[config.mk]
export PLATFORM = sky130hd
export DESIGN_NAME = mem_loader
export DESIGN_NICKNAME = d
export VERILOG_FILES = /design/src/rtl/npu_pkg.sv /design/src/rtl/mem_loader.sv
export SDC_FILE = /design/constraint.sdc
export NUM_CORES = 1
export LEC_CHECK = 0
export BUFFER_PORTS_ARGS = -buffer_cell sky130_fd_sc_hd__buf_4
export CORE_ASPECT_RATIO = 1.2
export CORE_UTILIZATION = 60
export CTS_CLUSTER_DIAMETER = 200
export DETAILED_ROUTE_END_ITERATION = 16
export GPL_ROUTABILITY_DRIVEN = 0
export GPL_TIMING_DRIVEN = 0
export PLACE_DENSITY_LB_ADDON = 0.15
export RECOVER_POWER = 50
export SETUP_SLACK_MARGIN = 0.2
export SKIP_LAST_GASP = 1
export SLEW_MARGIN = 0
export SYNTH_ARGS = -nofsm -noshare
export SYNTH_HDL_FRONTEND = slang
export SYNTH_SLANG_ARGS = --single-unit
[constraint.sdc]
create_clock -name clk -period 13.1 [get_ports clk]
set_input_delay 2.62 -clock clk [delete_from_list [all_inputs] [get_ports clk]]
set_output_delay 2.62 -clock clk [all_outputs]
set_load 0.02 [all_outputs]
[src/rtl/npu_pkg.sv]
// ---------------------------------------------------------------------------
// npu_pkg
// Types, sizes and helpers shared by the NPU memory-loading logic.
//   target_e      : destination RAM selector for a load command
//   state_e       : loader FSM states
//   IMAGE_*       : image RAM is 4 byte-wide banks of 1024 words
//   PARAM_*       : conv/dense/denseb RAMs are 32768 bytes each
//   cmd_is_legal  : range check for a load command
// ---------------------------------------------------------------------------
package npu_pkg;

    typedef enum logic [1:0] {
        TGT_IMAGE  = 2'd0,
        TGT_CONV   = 2'd1,
        TGT_DENSE  = 2'd2,
        TGT_DENSEB = 2'd3
    } target_e;

    typedef enum logic {
        ST_IDLE = 1'b0,
        ST_LOAD = 1'b1
    } state_e;

    localparam int IMAGE_WORDS = 1024;
    localparam int IMAGE_BANKS = 4;
    localparam int PARAM_DEPTH = 32768;
    localparam int IMAGE_AW    = 10;
    localparam int PARAM_AW    = 15;

    // A command is legal when it moves at least one byte and its last byte
    // still lands inside the selected RAM. The image RAM is addressed in
    // 4-byte words, so its start address is scaled to bytes first. The sum
    // is carried in 17 bits so it cannot overflow before the compare.
    function automatic logic cmd_is_legal(input target_e              target,
                                          input logic [PARAM_AW-1:0]  base,
                                          input logic [15:0]          len);
        logic [16:0] end_excl;
        logic [16:0] limit;
        if (target == TGT_IMAGE) begin
            end_excl = {5'd0, base[IMAGE_AW-1:0], 2'b00} + {1'b0, len};
            limit    = 17'(IMAGE_WORDS * IMAGE_BANKS);
        end else begin
            end_excl = {2'd0, base} + {1'b0, len};
            limit    = 17'(PARAM_DEPTH);
        end
        return (len != 16'd0) && (end_excl <= limit);
    endfunction

endpackage

[src/rtl/mem_loader.sv]
// ---------------------------------------------------------------------------
// mem_loader
// Streams bytes from a valid/ready input into one of the NPU RAMs.
//   clk, reset           : clock, asynchronous active-high reset
//   cmd_valid/cmd_ready  : load command handshake (ready only while idle)
//   cmd_target/base/len  : destination RAM, start address, byte count
//   in_valid/in_ready    : byte stream handshake (ready only while loading)
//   in_data              : byte payload
//   abort                : cancels the load in progress
//   image_ram_addr_a, data_image0..3, we_image0..3 : image RAM write ports
//   conv/dense/denseb_ram_addr_a, data_*, we_*     : parameter RAM ports
//   busy                 : a load is in progress
//   done                 : pulses with the final write strobe
//   err                  : pulses the cycle after a rejected command
// All write ports are registered: a byte accepted in cycle N is written in
// cycle N+1 with address, data and strobe valid together.
// ---------------------------------------------------------------------------
module mem_loader
    import npu_pkg::*;
(
    input  logic                clk,
    input  logic                reset,
    input  logic                cmd_valid,
    output logic                cmd_ready,
    input  logic [1:0]          cmd_target,
    input  logic [PARAM_AW-1:0] cmd_base,
    input  logic [15:0]         cmd_len,
    input  logic                in_valid,
    output logic                in_ready,
    input  logic [7:0]          in_data,
    input  logic                abort,
    output logic [IMAGE_AW-1:0] image_ram_addr_a,
    output logic [7:0]          data_image0,
    output logic [7:0]          data_image1,
    output logic [7:0]          data_image2,
    output logic [7:0]          data_image3,
    output logic                we_image0,
    output logic                we_image1,
    output logic                we_image2,
    output logic                we_image3,
    output logic [PARAM_AW-1:0] conv_ram_addr_a,
    output logic [PARAM_AW-1:0] dense_ram_addr_a,
    output logic [PARAM_AW-1:0] denseb_ram_addr_a,
    output logic [7:0]          data_conv,
    output logic [7:0]          data_dense,
    output logic [7:0]          data_denseb,
    output logic                we_conv,
    output logic                we_dense,
    output logic                we_denseb,
    output logic                busy,
    output logic                done,
    output logic                err
);

    state_e                state_q;
    target_e               tgt_q;
    logic [PARAM_AW-1:0]   addr_q;
    logic [1:0]            bank_q;
    logic [15:0]           remain_q;

    logic [IMAGE_AW-1:0]   img_addr_q;
    logic [3:0][7:0]       img_data_q;
    logic [3:0]            img_we_q;
    logic [PARAM_AW-1:0]   conv_addr_q;
    logic [PARAM_AW-1:0]   dense_addr_q;
    logic [PARAM_AW-1:0]   denseb_addr_q;
    logic [7:0]            conv_data_q;
    logic [7:0]            dense_data_q;
    logic [7:0]            denseb_data_q;
    logic                  conv_we_q;
    logic                  dense_we_q;
    logic                  denseb_we_q;
    logic                  done_q;
    logic                  err_q;

    target_e               cmd_tgt;
    logic                  cmd_legal;
    logic [PARAM_AW-1:0]   addr_d;
    logic [1:0]            bank_d;
    logic [15:0]           remain_d;

    assign cmd_tgt   = target_e'(cmd_target);
    assign cmd_legal = cmd_is_legal(cmd_tgt, cmd_base, cmd_len);

    // The image RAM advances one word every four bytes (one per bank);
    // the parameter RAMs advance one byte address per byte.
    assign bank_d   = bank_q + 2'd1;
    assign addr_d   = (tgt_q != TGT_IMAGE || bank_q == 2'd3) ? addr_q + 1'b1 : addr_q;
    assign remain_d = remain_q - 16'd1;

    // Loader FSM together with all registered write-port outputs. Strobes,
    // done and err default low every cycle so each is a single-cycle pulse.
    // Counters only advance when another byte is still due, so they never
    // step past the end of the RAM.
    always_ff @(posedge clk or posedge reset) begin
        if (reset) begin
            state_q       <= ST_IDLE;
            tgt_q         <= TGT_IMAGE;
            addr_q        <= '0;
            bank_q        <= '0;
            remain_q      <= '0;
            img_addr_q    <= '0;
            img_data_q    <= '0;
            img_we_q      <= '0;
            conv_addr_q   <= '0;
            dense_addr_q  <= '0;
            denseb_addr_q <= '0;
            conv_data_q   <= '0;
            dense_data_q  <= '0;
            denseb_data_q <= '0;
            conv_we_q     <= 1'b0;
            dense_we_q    <= 1'b0;
            denseb_we_q   <= 1'b0;
            done_q        <= 1'b0;
            err_q         <= 1'b0;
        end else begin
            img_we_q    <= '0;
            conv_we_q   <= 1'b0;
            dense_we_q  <= 1'b0;
            denseb_we_q <= 1'b0;
            done_q      <= 1'b0;
            err_q       <= 1'b0;
            case (state_q)
                ST_IDLE: begin
                    // A command arriving with abort is swallowed without err.
                    if (cmd_valid && !abort) begin
                        if (cmd_legal) begin
                            state_q  <= ST_LOAD;
                            tgt_q    <= cmd_tgt;
                            addr_q   <= (cmd_tgt == TGT_IMAGE) ?
                                        {5'd0, cmd_base[IMAGE_AW-1:0]} : cmd_base;
                            bank_q   <= 2'd0;
                            remain_q <= cmd_len;
                        end else begin
                            err_q <= 1'b1;
                        end
                    end
                end
                ST_LOAD: begin
                    // A byte accepted alongside abort is dropped.
                    if (abort) begin
                        state_q  <= ST_IDLE;
                        remain_q <= '0;
                    end else if (in_valid) begin
                        case (tgt_q)
                            TGT_IMAGE: begin
                                img_we_q[bank_q]   <= 1'b1;
                                img_addr_q         <= addr_q[IMAGE_AW-1:0];
                                img_data_q[bank_q] <= in_data;
                            end
                            TGT_CONV: begin
                                conv_we_q   <= 1'b1;
                                conv_addr_q <= addr_q;
                                conv_data_q <= in_data;
                            end
                            TGT_DENSE: begin
                                dense_we_q   <= 1'b1;
                                dense_addr_q <= addr_q;
                                dense_data_q <= in_data;
                            end
                            TGT_DENSEB: begin
                                denseb_we_q   <= 1'b1;
                                denseb_addr_q <= addr_q;
                                denseb_data_q <= in_data;
                            end
                        endcase
                        if (remain_q == 16'd1) begin
                            state_q  <= ST_IDLE;
                            done_q   <= 1'b1;
                            remain_q <= '0;
                        end else begin
                            remain_q <= remain_d;
                            addr_q   <= addr_d;
                            bank_q   <= bank_d;
                        end
                    end
                end
                default: state_q <= ST_IDLE;
            endcase
        end
    end

    assign cmd_ready         = (state_q == ST_IDLE);
    assign in_ready          = (state_q == ST_LOAD);
    assign busy              = (state_q == ST_LOAD);
    assign done              = done_q;
    assign err               = err_q;
    assign image_ram_addr_a  = img_addr_q;
    assign data_image0       = img_data_q[0];
    assign data_image1       = img_data_q[1];
    assign data_image2       = img_data_q[2];
    assign data_image3       = img_data_q[3];
    assign we_image0         = img_we_q[0];
    assign we_image1         = img_we_q[1];
    assign we_image2         = img_we_q[2];
    assign we_image3         = img_we_q[3];
    assign conv_ram_addr_a   = conv_addr_q;
    assign dense_ram_addr_a  = dense_addr_q;
    assign denseb_ram_addr_a = denseb_addr_q;
    assign data_conv         = conv_data_q;
    assign data_dense        = dense_data_q;
    assign data_denseb       = denseb_data_q;
    assign we_conv           = conv_we_q;
    assign we_dense          = dense_we_q;
    assign we_denseb         = denseb_we_q;

endmodule

==> results of run 1 <==
[sequential cells by signal, indices dropped and copies added (netlist names), 10 cells and up]
register / flops
denseb_ram_addr_a: 15
addr_q: 15
dense_ram_addr_a: 15
conv_ram_addr_a: 15
image_ram_addr_a: 10
remain_q: 16
[per-stage QoR]
stage | total power [mW] | std cells | cell area [um2] | hold slack (ns)
floorplan | 1.16 | 792 | 8130 | 0.465
global placement | 1.44 | 1127 | 9600 | 0.462
global route | 2.04 | 1160 | 9980 | 0.501
CTS | 1.99 | 1160 | 10200 | 0.481
finish | 1.95 | 1160 | 9980 | 0.485
detailed placement | 1.47 | 1128 | 9630 | 0.465
[power by group through the flow]
| stage | logic (mW) | clock network [mW] | registers, mW |
|---|---|---|---|
| after detailed placement | 0.706 | 0 | 0.762 |
| after CTS | 0.720 | 0.503 | 0.764 |
| after global routing | 0.738 | 0.522 | 0.784 |
| final | 0.683 | 0.500 | 0.767 |
| after global placement | 0.688 | 0 | 0.756 |
| after floorplan | 0.297 | 0 | 0.868 |
[cells in the mapped netlist, drive strengths merged, types with 3 or more instances]
cell	count
a211oi	5
a21o	10
a21oi	54
a221oi	3
a22oi	5
a31o	4
a31oi	8
a32oi	5
and2	5
and3	9
buf	10
clkbuf	30
dfrtp	156
ha	32
inv	22
mux2	92
mux2i	6
nand2	118
nand2b	3
nand3	18
nand4	9
nor2	36
nor2b	4
nor3	18
nor4	11
o211ai	6
o21ai	51
o22ai	9
o31a	3
or3	3
or4	3
xnor2	5
xor2	8
[cell families after synthesis]
logic type	after synthesis	synth area share (%)
compound gates	181	14.1
buf+inv	62	3.29
xor+xnor	13	1.40
flops	156	48.0
mux	98	13.5
simple gates	248	14.2
fa+ha+maj	34	5.42
[final timing paths]
kind,slack (ns),end,cells after the start,start
worst max-delay path,5.06,conv_ram_addr_a[0]$_DFFE_PP0P_,3,reset
worst min-delay path,0.49,denseb_ram_addr_a[14]$_DFFE_PP0P_,2,denseb_ram_addr_a[14]$_DFFE_PP0P_
worst max register to register,10.16,data_dense[2]$_DFFE_PP0P_,7,busy$_DFF_PP0_
worst min register to register,0.49,denseb_ram_addr_a[14]$_DFFE_PP0P_,2,denseb_ram_addr_a[14]$_DFFE_PP0P_
max in group clk,7.21,addr_q[10]$_DFFE_PP0P_,14,cmd_base[0]
min in group asynchronous,3.19,data_image1[4]$_DFFE_PP0P_,2,reset
[layout by cell type (no fill, tap or decap), types with 5 or more instances in the layout]
cell       instances
dfrtp_1          156
clkbuf_1          89
a32oi_1            5
o21ai_1           27
a31oi_1            8
xnor2_1            5
mux2_2            91
ha_1              32
a21o_1             9
a21oi_1           53
o21ai_0           24
nor2_1            36
a22oi_1            5
o211ai_1           6
clkbuf_16         17
nand3_1           18
o22ai_1            8
nor3_1            18
nor4_1            11
and3_1             9
a211oi_1           5
mux2i_1            6
buf_4            111
inv_1             21
xor2_1             8
nand2_1          117
nand4_1            9
[worst min-delay path, delay by kind of cell, from the launching register on]
kind	cells	cell delay, ns
flops	1	0.35
simple gates	2	0.11
[per-layer routing]
layer	wire length, um	GRT usage [%]
met1	8980	40.4
met4	921	17.2
met5	0	0
met3	1680	7.19
met2	11300	57.6
[layout make-up]
| type | count | area [um2] |
|---|---|---|
| Clock inverter | 14 | 159 |
| Sequential cell | 156 | 3900 |
| Inverter | 22 | 83.8 |
| Clock buffer | 18 | 439 |
| Multi-Input combinational cell | 574 | 3960 |
| Buffer | 40 | 185 |
| Timing Repair Buffer | 168 | 1040 |
| Fill cell | 966 | 3260 |
| Tap cell | 168 | 210 |
==> flow_metrics.py, run 1 <==
metrics = {
    "die": {
        "rows": 46,
        "die_w_um": 108,
        "die_area_mm2": 0.0140,
        "dieHeight_um": 130,
        "start_util_pct": 61.4,
        "io_pins": 169,
        "core-area_mm2": 0.0132,
    },
    "timing": {
        "final.setup.tns_ns": 0,
        "clock.fmax_mhz": 124,
        "timing.final.ws_setup_ns": 5.06,
        "finalHoldViolations": 0,
        "final.period_utilization_pct": 61.4,
        "fin_skew_ns": 0.0133,
        "rsz0062_at_grt": "false",
        "setup_viol": 0,
        "worst-slew-pin-transition_ns": 4.01,
        "final.min_clock_period_ns": 8.04,
        "slew_viol_final": 159,
        "slew_headroom_pct": -167,
    },
    "global_route": {
        "grt_start_max_net_pins": 80,
        "grt_pass1_wl_um": 35400,
        "overflow": 0,
        "grt_pass1_vias": 6784,
        "antenna_found_initial": 0,
        "grt_usage_pct": 33.8,
    },
    "worst_setup_path": {
        "cp_cell_sequence": "clkbuf_4, clkinvlp_2, clkbuf_1",
        "crit_fanout": 79,
        "cp_top_family": "buffers and inverters",
        "end_kind": "async pin",
        "start_kind": "input port",
        "worstPathRequired_ns": 12.71,
        "cp_slowest_stage_delay_ns": 2.93,
        "critPathKind": "in -> async",
        "cpMaxStageDelayCell": "clkbuf_1",
        "cp_data_arrival_time_ns": 7.65,
        "crit_buf_inv": 3,
    },
    "power_and_ir_drop": {
        "irDropWorstVdd_mv": 0.143,
        "combPwrFrac_pct": 35.0,
        "p_leak_nw": 4.84,
        "pwr-share-clk_pct": 25.6,
        "swShare_pct": 38.7,
        "internal_power_mw": 1.20,
        "switchingPower_mw": 0.754,
        "power_frac_seq_pct": 39.3,
        "power_density_mw_per_mm2": 195,
    },
    "final_layout": {
        "drive_gt1_share_pct": 25.9,
        "layout.nets": 1059,
        "antennaDiodeCount": 0,
        "areaGrowthSynthToFinish_pct": 22.7,
        "fin_util_pct": 75.4,
    },
    "synth": {
        "synthCells": 792,
        "synth.largest_area_cell": "dfrtp_1",
        "async_reset_ff_share_pct": 100,
        "synth_seq_cells": 156,
        "seq_area_frac_synth_pct": 48.0,
        "synth_ff_type": "dfrtp_1",
        "netlist_area_mm2": 0.00813,
        "syn_area_per_cell_um2": 10.3,
        "yosys_warnings": 0,
        "syn_nets": 872,
        "synth_edf_count": 0,
        "synth_top_area_share_pct": 48.0,
        "synthDistinctLibCells": 70,
        "synthTopCellsByArea": "dfrtp_1, mux2_2, nand2_1",
    },
    "clock_network": {
        "cts_root_buffer": "clkbuf_16",
        "clock_latency_ns": 0.43,
        "cts.clk_slew.worst_paths_ns": 0.06,
        "clock-sinks": 156,
        "cts_hold_buffers": 0,
        "cts_resized": 0,
        "cts_tree": "done",
        "cts_max_path_buffers": 2,
        "cts_max_level": 4,
        "cts_buffers": 17,
        "post_cts_buffers": 0,
    },
    "routing": {
        "drtAntennaViolNets": 0,
        "drt-initial-drc-count": 592,
        "drt-total-wl_um": 22900,
        "viasPerCell": 6.07,
        "first_pass_iters": 5,
        "vias": 7041,
        "drc": 0,
        "wl_per_cell_um": 19.7,
    },
    "status": {
        "violations": "max-capacitance violations, max-slew violations",
        "status": "complete, but fails checks",
    },
    "min_path": {
        "hp-class": "reg -> reg",
    },
    "place": {
        "port_buffers": 167,
        "dp_hpwl_um": 15700,
        "place_ws_ns": 6.81,
    },
    "run": {
        "drv_cap": 2,
    },
}
No activity file was read; power rests on OpenSTA's default activity.
==> inputs of run 2 (changes only) <==
--- a/config.mk
+++ b/config.mk
@@ -7,7 +7,7 @@
 export LEC_CHECK = 0
 export BUFFER_PORTS_ARGS = -buffer_cell sky130_fd_sc_hd__buf_4
 export CORE_ASPECT_RATIO = 1.2
-export CORE_UTILIZATION = 60
+export CORE_UTILIZATION = 50
 export CTS_CLUSTER_DIAMETER = 200
 export DETAILED_ROUTE_END_ITERATION = 16
 export GPL_ROUTABILITY_DRIVEN = 0
==> constraint.sdc (replaced) <==
create_clock -name clk -period 6.5 [get_ports clk]
set_input_delay 1.3 -clock clk [delete_from_list [all_inputs] [get_ports clk]]
set_output_delay 1.3 -clock clk [all_outputs]
set_load 0.02 [all_outputs]
==> run 2 against run 1 <==
Compared with the run above:
- count of clock-buffer cells in the layout up 1
- wire length down 4.3%
- total power up 99%
- hold slack worse by 0.0071 ns
- the flow still finishes with violations (max-capacitance violations, max-slew violations)
- register-to-register slack worse by 6.5 ns
- via count down 2.1%
- flip-flop and latch count unchanged
- die area up 20%
- utilization down 12 points
- critical endpoint is now addr_q[5]$_DFFE_PP0P_
- sequential power up 99%
- sequential share of layout area down 0.32 points
- largest power group unchanged
- highest routed layer unchanged
- design area up 0.83%
==> flow_metrics.py, run 2 (same netlist as run 1, synthesis figures left out) <==
metrics = {
    "status": {
        "status": "complete, but fails checks",
        "violations": "max-capacitance violations, max-slew violations",
    },
    "clock_network": {
        "clock_latency_ns": 0.43,
        "cts.clk_slew.worst_paths_ns": 0.06,
        "cts_buffers": 17,
        "cts_tree": "done",
        "cts_max_path_buffers": 2,
        "cts_hold_buffers": 0,
        "cts_resized": 0,
        "cts_root_buffer": "clkbuf_16",
        "cts_max_level": 4,
        "post_cts_buffers": 0,
        "clock-sinks": 156,
    },
    "final_layout": {
        "multiInputGateArea_mm2": 0.00396,
        "largest_reg_flops": 16,
        "antennaDiodeCount": 0,
        "layout.nets": 1059,
        "final_cell_area_mm2": 0.0101,
        "drive_gt1_share_pct": 25.9,
        "top_register": "remain_q",
        "final_cell_mix": "dfrtp_1, nand2_1, buf_4, mux2_2, clkbuf_1",
        "areaGrowthSynthToFinish_pct": 23.7,
        "fin_util_pct": 63.8,
        "fillCellCount": 1363,
        "final_common_cell": "dfrtp_1",
        "regArea_mm2": 0.00390,
    },
    "timing": {
        "timing.final.ws_setup_ns": 1.95,
        "fin_skew_ns": 0.0112,
        "rsz0062_at_grt": "false",
        "slew_headroom_pct": -126,
        "final.min_clock_period_ns": 4.55,
        "finalHoldViolations": 0,
        "clock.fmax_mhz": 220,
        "hold_slack_ns": 0.478,
        "final.period_utilization_pct": 70.0,
        "worst-slew-pin-transition_ns": 3.37,
        "slew_viol_final": 79,
        "setup_viol": 0,
    },
    "worst_setup_path": {
        "start_kind": "input port",
        "crit_buf_inv": 3,
        "cp_slowest_stage_delay_ns": 0.53,
        "critPathKind": "in -> reg",
        "crit_fanout": 10,
        "worstPathRequired_ns": 6.80,
        "cp_cell_sequence": "buf_4, ha_1, fa_1, a21o_1, a221oi_1, o31a_1, or3_1, nand3_1, or3b_2, a2111oi_4, a211o_1, buf_4, buf_4, a21oi_1",
        "cp_data_arrival_time_ns": 4.85,
        "cpMaxStageDelayCell": "or3b_2",
        "end_kind": "register",
        "cp_common_cell": "buf_4",
        "cp_top_family": "compound AO/OA/AOI/OAI gates",
    },
    "global_route": {
        "grt_pass1_vias": 6527,
        "antenna_found_initial": 0,
        "grt_pass1_wl_um": 35000,
        "grt_usage_pct": 26.9,
        "overflow": 0,
        "grt_start_max_net_pins": 80,
    },
    "place": {
        "place_ws_ns": 1.53,
        "port_buffers": 167,
        "dpl_cell_area_mm2": 0.00968,
        "dp_hpwl_um": 16100,
    },
    "min_path": {
        "hp-class": "reg -> reg",
    },
    "die": {
        "io_pins": 169,
        "start_util_pct": 51.6,
        "die_area_mm2": 0.0168,
        "core-area_mm2": 0.0158,
        "die_w_um": 118,
        "rows": 50,
        "dieHeight_um": 142,
    },
    "routing": {
        "vias": 6890,
        "drt-total-wl_um": 21900,
        "drtAntennaViolNets": 0,
        "drc": 0,
        "viasPerCell": 5.74,
        "first_pass_iters": 5,
        "drt-initial-drc-count": 472,
        "wl_per_cell_um": 18.2,
    },
    "power_and_ir_drop": {
        "irDropWorstVdd_mv": 0.181,
        "p_leak_nw": 4.84,
        "power_density_mw_per_mm2": 386,
    },
    "run": {
        "drv_cap": 1,
    },
}
-- run 2: cell types whose count changed in the layout (fill, tap and decap cells not counted), sizes merged --
cell / change
inv: -1
clkbuf: +1
clkinvlp: +2
clkinv: -2
-- run 2: worst paths after layout --
kind,startpoint,end,slack (ns),cells after the start
setup reg to reg,remain_q[12]$_DFFE_PP0P_,remain_q[0]$_DFFE_PP0P_,3.62,10
hold reg to reg,denseb_ram_addr_a[5]$_DFFE_PP0P_,denseb_ram_addr_a[5]$_DFFE_PP0P_,0.48,2
setup / recovery,cmd_base[0],addr_q[5]$_DFFE_PP0P_,1.95,14
min in group asynchronous,reset,data_image1[1]$_DFFE_PP0P_,1.87,2
max in group asynchronous,reset,conv_ram_addr_a[8]$_DFFE_PP0P_,3.11,2
hold / removal,denseb_ram_addr_a[5]$_DFFE_PP0P_,denseb_ram_addr_a[5]$_DFFE_PP0P_,0.48,2
-- run 2: final cells by class --
cell class                 instances  area share (%)
inverter                          22           0.833
buffer                            40            1.84
clock inverter                    13            1.57
clock buffer                      19            4.50
tap                              208            2.59
sequential                       156            38.8
timing repair buffer             168            10.5
multi-input combinational        574            39.4
-- run 2: per-stage QoR --
step	setup TNS, ns	std cells	power, mW
final	0	1200	3.88
after global placement	-119.92	1167	2.92
after detailed placement	0	1168	2.96
after global routing	0	1200	4.09
after floorplan	0	792	2.35
after CTS	0	1200	3.98
-- run 2: per-layer routing --
layer / up-vias / share of wire [%] / global-route usage [%] / wire length (um)
met5: - / 0 / 0 / 0
met1: 3361 / 42 / 34.9 / 9220
met4: 0 / 2.6 / 9.53 / 574
li1: 3244 / - / - / -
met3: 36 / 6.2 / 5.18 / 1360
met2: 249 / 49 / 45.1 / 10700
-- run 2: tightest hold or removal path: stages, from the launching register on --
cell,delay [ns]
dfrtp_1,0.34
nand2_1,0.05
nand2_1,0.05
-- run 2: report_power, final --
group	internal [mW]	switching (mW)	total [mW]
combinational	0.537	0.805	1.34
clock	0.596	0.414	1.01
sequential	1.28	0.245	1.53
